<file path="src/rtl/gpr_wb_if.sv">
// Write-back bus between the execution units (ALU, MEM, MDU) and the GPR write-back arbiter.
// The master side drives requests; the slave side returns grants and the registered write port.
interface gpr_wb_if #(
    parameter int DW = 32
);
    logic [2:0]      req;
    logic [14:0]     req_rw;
    logic [3*DW-1:0] req_wd;
    logic [2:0]      req_ovf;
    logic [2:0]      gnt;
    logic            GPRWr;
    logic [4:0]      rw;
    logic [DW-1:0]   wd;
    logic            overflow;
    logic            overflag;
    logic [7:0]      ovf_cnt;

    modport master (
        output req, req_rw, req_wd, req_ovf,
        input  gnt, GPRWr, rw, wd, overflow, overflag, ovf_cnt
    );

    modport slave (
        input  req, req_rw, req_wd, req_ovf,
        output gnt, GPRWr, rw, wd, overflow, overflag, ovf_cnt
    );
endinterface

</file>
<file path="src/rtl/gpr_wb_arbiter.sv">
// Three-way GPR write-back arbiter with a registered register-file write port and overflow tracking.
// Define WB_ROUND_ROBIN_EN for round-robin arbitration; otherwise fixed priority MEM > ALU > MDU.
module gpr_wb_arbiter #(
    parameter int DW = 32
) (
    input  logic       clk,
    input  logic       rst,
    gpr_wb_if.slave    bus
);
    localparam int NREQ = 3;

    logic [NREQ-1:0] gnt_c;
    logic [4:0]      sel_rw;
    logic [DW-1:0]   sel_wd;
    logic            sel_ovf;

`ifdef WB_ROUND_ROBIN_EN
    logic [1:0] ptr;

    // Search starts at ptr and wraps 2 -> 0.
    always_comb begin
        gnt_c = '0;
        case (ptr)
            2'd1:    gnt_c = bus.req[1] ? 3'b010 : bus.req[2] ? 3'b100 : bus.req[0] ? 3'b001 : 3'b000;
            2'd2:    gnt_c = bus.req[2] ? 3'b100 : bus.req[0] ? 3'b001 : bus.req[1] ? 3'b010 : 3'b000;
            default: gnt_c = bus.req[0] ? 3'b001 : bus.req[1] ? 3'b010 : bus.req[2] ? 3'b100 : 3'b000;
        endcase
    end

    always_ff @(posedge clk) begin
        if (rst) begin
            ptr <= 2'd0;
        end else if (|bus.gnt) begin
            ptr <= bus.gnt[0] ? 2'd1 : bus.gnt[1] ? 2'd2 : 2'd0;
        end
    end
`else
    always_comb begin
        gnt_c = '0;
        if (bus.req[1])      gnt_c = 3'b010;
        else if (bus.req[0]) gnt_c = 3'b001;
        else if (bus.req[2]) gnt_c = 3'b100;
    end
`endif

    // Masking here also discards any grant in a reset cycle, so the output stage needs no extra qualifier.
    assign bus.gnt = rst ? '0 : gnt_c;

    // NOTE: every signal written in always_comb gets a default first, otherwise a latch is inferred.
    always_comb begin
        sel_rw  = '0;
        sel_wd  = '0;
        sel_ovf = 1'b0;
        for (int i = 0; i < NREQ; i++) begin
            if (bus.gnt[i]) begin
                sel_rw  = bus.req_rw[5*i +: 5];
                sel_wd  = bus.req_wd[DW*i +: DW];
                sel_ovf = bus.req_ovf[i];
            end
        end
    end

    // NOTE: sequential state uses non-blocking assignments so all registers update from pre-edge values.
    always_ff @(posedge clk) begin
        if (rst) begin
            bus.GPRWr    <= 1'b0;
            bus.rw       <= '0;
            bus.wd       <= '0;
            bus.overflow <= 1'b0;
            bus.overflag <= 1'b0;
            bus.ovf_cnt  <= '0;
        end else if (|bus.gnt) begin
            bus.GPRWr    <= (sel_rw != 5'd0) && !sel_ovf;
            bus.rw       <= sel_rw;
            bus.wd       <= sel_wd;
            bus.overflow <= sel_ovf;
            if (sel_ovf) begin
                bus.overflag <= 1'b1;
                if (bus.ovf_cnt != 8'hFF) bus.ovf_cnt <= bus.ovf_cnt + 8'd1;
            end
        end else begin
            // rw/wd deliberately hold their last values in idle cycles.
            bus.GPRWr    <= 1'b0;
            bus.overflow <= 1'b0;
        end
    end
endmodule

</file>
<file path="src/flat_wrapper.sv">
// flat-port wrapper written by rule: the top's interface ports become plain ports
module gpr_wb_arbiter_flat 
#(
    parameter int DW = 32
)
  (clk, rst, bus_req, bus_req_rw, bus_req_wd, bus_req_ovf, bus_gnt, bus_GPRWr, bus_rw, bus_wd, bus_overflow, bus_overflag, bus_ovf_cnt);
  gpr_wb_if #(.DW(DW)) bus_i ();
  input  logic clk;
  input  logic rst;
  input wire logic [$bits(bus_i.req)-1:0] bus_req;
  input wire logic [$bits(bus_i.req_rw)-1:0] bus_req_rw;
  input wire logic [$bits(bus_i.req_wd)-1:0] bus_req_wd;
  input wire logic [$bits(bus_i.req_ovf)-1:0] bus_req_ovf;
  output wire logic [$bits(bus_i.gnt)-1:0] bus_gnt;
  output wire logic [$bits(bus_i.GPRWr)-1:0] bus_GPRWr;
  output wire logic [$bits(bus_i.rw)-1:0] bus_rw;
  output wire logic [$bits(bus_i.wd)-1:0] bus_wd;
  output wire logic [$bits(bus_i.overflow)-1:0] bus_overflow;
  output wire logic [$bits(bus_i.overflag)-1:0] bus_overflag;
  output wire logic [$bits(bus_i.ovf_cnt)-1:0] bus_ovf_cnt;
  assign bus_i.req = bus_req;
  assign bus_i.req_rw = bus_req_rw;
  assign bus_i.req_wd = bus_req_wd;
  assign bus_i.req_ovf = bus_req_ovf;
  assign bus_gnt = bus_i.gnt;
  assign bus_GPRWr = bus_i.GPRWr;
  assign bus_rw = bus_i.rw;
  assign bus_wd = bus_i.wd;
  assign bus_overflow = bus_i.overflow;
  assign bus_overflag = bus_i.overflag;
  assign bus_ovf_cnt = bus_i.ovf_cnt;
  gpr_wb_arbiter #(.DW(DW)) u_core (.clk(clk), .rst(rst), .bus(bus_i));
endmodule
</file>
<file path="config.mk">
export PLATFORM = sky130hd
export DESIGN_NAME = gpr_wb_arbiter_flat
export DESIGN_NICKNAME = d
export VERILOG_FILES = /design/src/rtl/gpr_wb_if.sv /design/src/rtl/gpr_wb_arbiter.sv /design/src/flat_wrapper.sv
export SDC_FILE = /design/constraint.sdc
export NUM_CORES = 1
export LEC_CHECK = 0
export BUFFER_PORTS_ARGS = -buffer_cell sky130_fd_sc_hd__buf_2
export CAP_MARGIN = 5
export CELL_PAD_IN_SITES_DETAIL_PLACEMENT = 2
export CELL_PAD_IN_SITES_GLOBAL_PLACEMENT = 2
export CORE_UTILIZATION = 19
export CTS_CLUSTER_DIAMETER = 30
export DETAILED_ROUTE_END_ITERATION = 8
export PLACE_DENSITY_LB_ADDON = 0.1
export SYNTH_ARGS = -nofsm -noshare
export SYNTH_HDL_FRONTEND = slang
export SYNTH_SLANG_ARGS = --single-unit
</file>
<file path="constraint.sdc">
create_clock -name clk -period 1.8 [get_ports clk]
set_clock_uncertainty 0.1 [all_clocks]
set_input_delay 0.09 -clock clk [delete_from_list [all_inputs] [get_ports clk]]
set_output_delay 0.09 -clock clk [all_outputs]
set_load 0.02 [all_outputs]
</file>
==> flow_summary.toml <==
[timing]
setup_violations = 0
fin_setup_tns_ps = 0
timing.final.crit_share = 0.966
max_slew.worst_pin.slew_ps = 413
setup_repair_after_global_routing_missed_its_margin = "no"
maxSlewHeadroom = 0.724
final_max_slew_viol_count = 0
final_hold_viol_count = 0
finalCriticalPeriod_ps = 1740
setup_ws_ps = 62.1
peak_clock_frequency_supported_by_timing_mhz = 575

[grt]
global_route.usage.total = 0.204
grt_overflow = 0
antenna_found_initial = 0
first_global_vias = 3579
grt_first_pass_wirelength_um = 18200
pin_count_of_the_biggest_net_entering_global_routing = 23

[pwr]
clock_power_share = 0.369
sw_frac_of_total = 0.262
p_total_mw = 2.98
power_leakage_nw = 2.05
p_int_mw = 2.20
areal_power_density_over_the_cells_nw_per_um2 = 695
total_switching_power_uw = 779
pwr-share-comb = 0.237
share_seq_of_total_power = 0.394
worst_ir_drop_vdd_mv = 0.380

[worst_setup_path]
crit_type = "in -> reg"
timing.critical_path.from_type = "input pin"
worst-endpoint-arrival_ps = 1880
crit_path_max_fanout = 22
cp-end-kind = "register"
worstPathRequired_ps = 1940
r2r_start = "u_core.bus.ovf_cnt[1]"
timing.critical_path.from = "bus_req[1]"

[synthesis]
synth_area_leader_cell = "dfxtp_1"
synth.net_count = 356
synth.top_cells.by_count = "nand2_1 (61), dfxtp_1 (48), a222oi_1 (33), a21oi_1 (17), clkbuf_1 (13)"
synth-async-reset-ratio = 0
synth_top_cell_area_share = 0.462
synth-seq-cells = 48
avgSynthCellArea_um2 = 8.81
netlist_area_um2 = 2080
synth.distinct_cells = 36
synth_most_common_cell = "nand2_1"
yosysSeqAreaShare = 0.462
ys.warnings.count = 0
number_of_cells_produced_by_synthesis = 236
synth.top_cells.by_area = "dfxtp_1 (46%), a222oi_1 (16%), nand2_1 (11%)"
synth-edff-count = 0
top_reg_cell_synth = "dfxtp_1"

[floorplan]
chipHeight_um = 107
io_pins = 170
die_w_um = 107
initial_utilization = 0.199
core_um2 = 10500
overall_die_area_um2 = 11400
std_cell_rows = 37

[placement]
place.gp.congestion = 0.701
buffer_ports.inserted = 169
post_placement_setup_slack_ps = 4.08
dp_hpwl_um = 7040

[clock_tree]
clk_path_buf_depth = 2
numCtsBuffers = 5
h-tree-depth = 2
cts.reportedPaths.clkPinSlew_ps = 100
clock_sink_count = 48
tritoncts = "yes"
cts-root-buf = "clkbuf_8"
clk_latency_ps = 300

[routing]
detail_route.iter0.violations = 185
wl_per_cell_um = 17.7
avgViaCountPerCell = 4.73
remaining_drc_errors = 0
vias = 3035
dr.pass1.iters = 7
ant_nets = 0
drt_wl_total_um = 11400

[run]
drv_cap = 0

[status]
outcome = "finished, final reports clean"

[worst_hold_path]
min-delay-start = "bus_req_wd[53]"
hold_path_class = "in -> reg"

[layout]
final_core_utilization = 0.410
insertedDiodeCount = 0
drive_above_1_share = 0.405
flow.area_growth_from_synthesis_pct = 106
finish.net_count = 625
[repair_timing]
action,in CTS,in global routing
buffers inserted,0,0
hold buffers,93,0
endpoints found under the hold margin,35,0
gates resized for setup,0,2
endpoints found under the setup margin,0,2
[layout make-up]
cell class / count / area, um2
clock buffers: 5 / 68.8
clock inverters: 3 / 90.1
fillers: 1184 / 6180
inverters: 4 / 15.0
multi-input cells: 164 / 1040
flip-flops and latches: 48 / 961
well taps: 136 / 170
repair buffers: 282 / 1940
[final timing paths]
path	end	slack, ps	cells after the start
worst min register to register	u_core.bus.wd[1]	350	2
worst max register to register	u_core.bus.ovf_cnt[3]	150	6
worst max-delay path	u_core.bus.wd[14]	60	7
worst min-delay path	u_core.bus.wd[21]	2	3
[flip-flops by register name (all words and copies together), names as in the netlist]
register / cells
u_core.bus.GPRWr: 1
u_core.bus.rw: 5
u_core.bus.ovf_cnt: 8
u_core.bus.wd: 32
u_core.bus.overflag: 1
u_core.bus.overflow: 1
[critical path, cell delays in order]
cell and delay (ps):
buf_2 130, or4b_4 580, inv_2 110, buf_12 160, a222oi_1 90, dlygate4sd3_1 580
a21oi_1 120
[through the flow]
stage,instance area (um2),instances,hold WS (ps)
6_report,4290,642,2.45
5_1_grt,4290,642,17.5
4_1_cts,4280,642,0.0847
3_5_place_dp,3190,541,213
3_3_place_gp,3190,541,208
2_1_floorplan,2080,236,114
[layout by cell type, fill, tap and decap left out, types with 3 or more instances in the layout]
master / instances
nor2_1: 8
a221oi_1: 4
clkbuf_8: 5
dfxtp_1: 48
nand2_1: 61
o21ai_0: 6
a21oi_1: 17
a222oi_1: 33
inv_1: 3
or4_1: 3
buf_4: 19
dlygate4sd3_1: 93
bufinv_16: 3
nand3_1: 3
buf_2: 169
[power by group through the flow]
| stage | registers (mW) | clock network [mW] | logic, mW |
|---|---|---|---|
| 5_1_grt | 1.18 | 1.17 | 0.764 |
| 6_report | 1.17 | 1.10 | 0.707 |
| 2_1_floorplan | 1.29 | 0 | 0.155 |
| 4_1_cts | 1.17 | 1.14 | 0.690 |
| 3_5_place_dp | 1.19 | 0 | 0.532 |
| 3_3_place_gp | 1.19 | 0 | 0.525 |
[layer usage]
layer  part of all wire  GRT usage
met3              0.077     0.0620
met4              0.010     0.0460
met1               0.37      0.210
met5                  0          0
met2               0.54      0.400
[cells by family (layout without fill, tap and decap cells)]
group	Yosys count	after routing	synth area share
DFF	48	48	0.462
muxes	2	2	0.0102
and+or+nand+nor	92	92	0.206
buffers and inverters	24	294	0.0499
AOI/OAI and AO/OA	69	69	0.265
adders and majority gates	1	1	0.00602
Note: power is estimated with default switching activity, not from simulation.
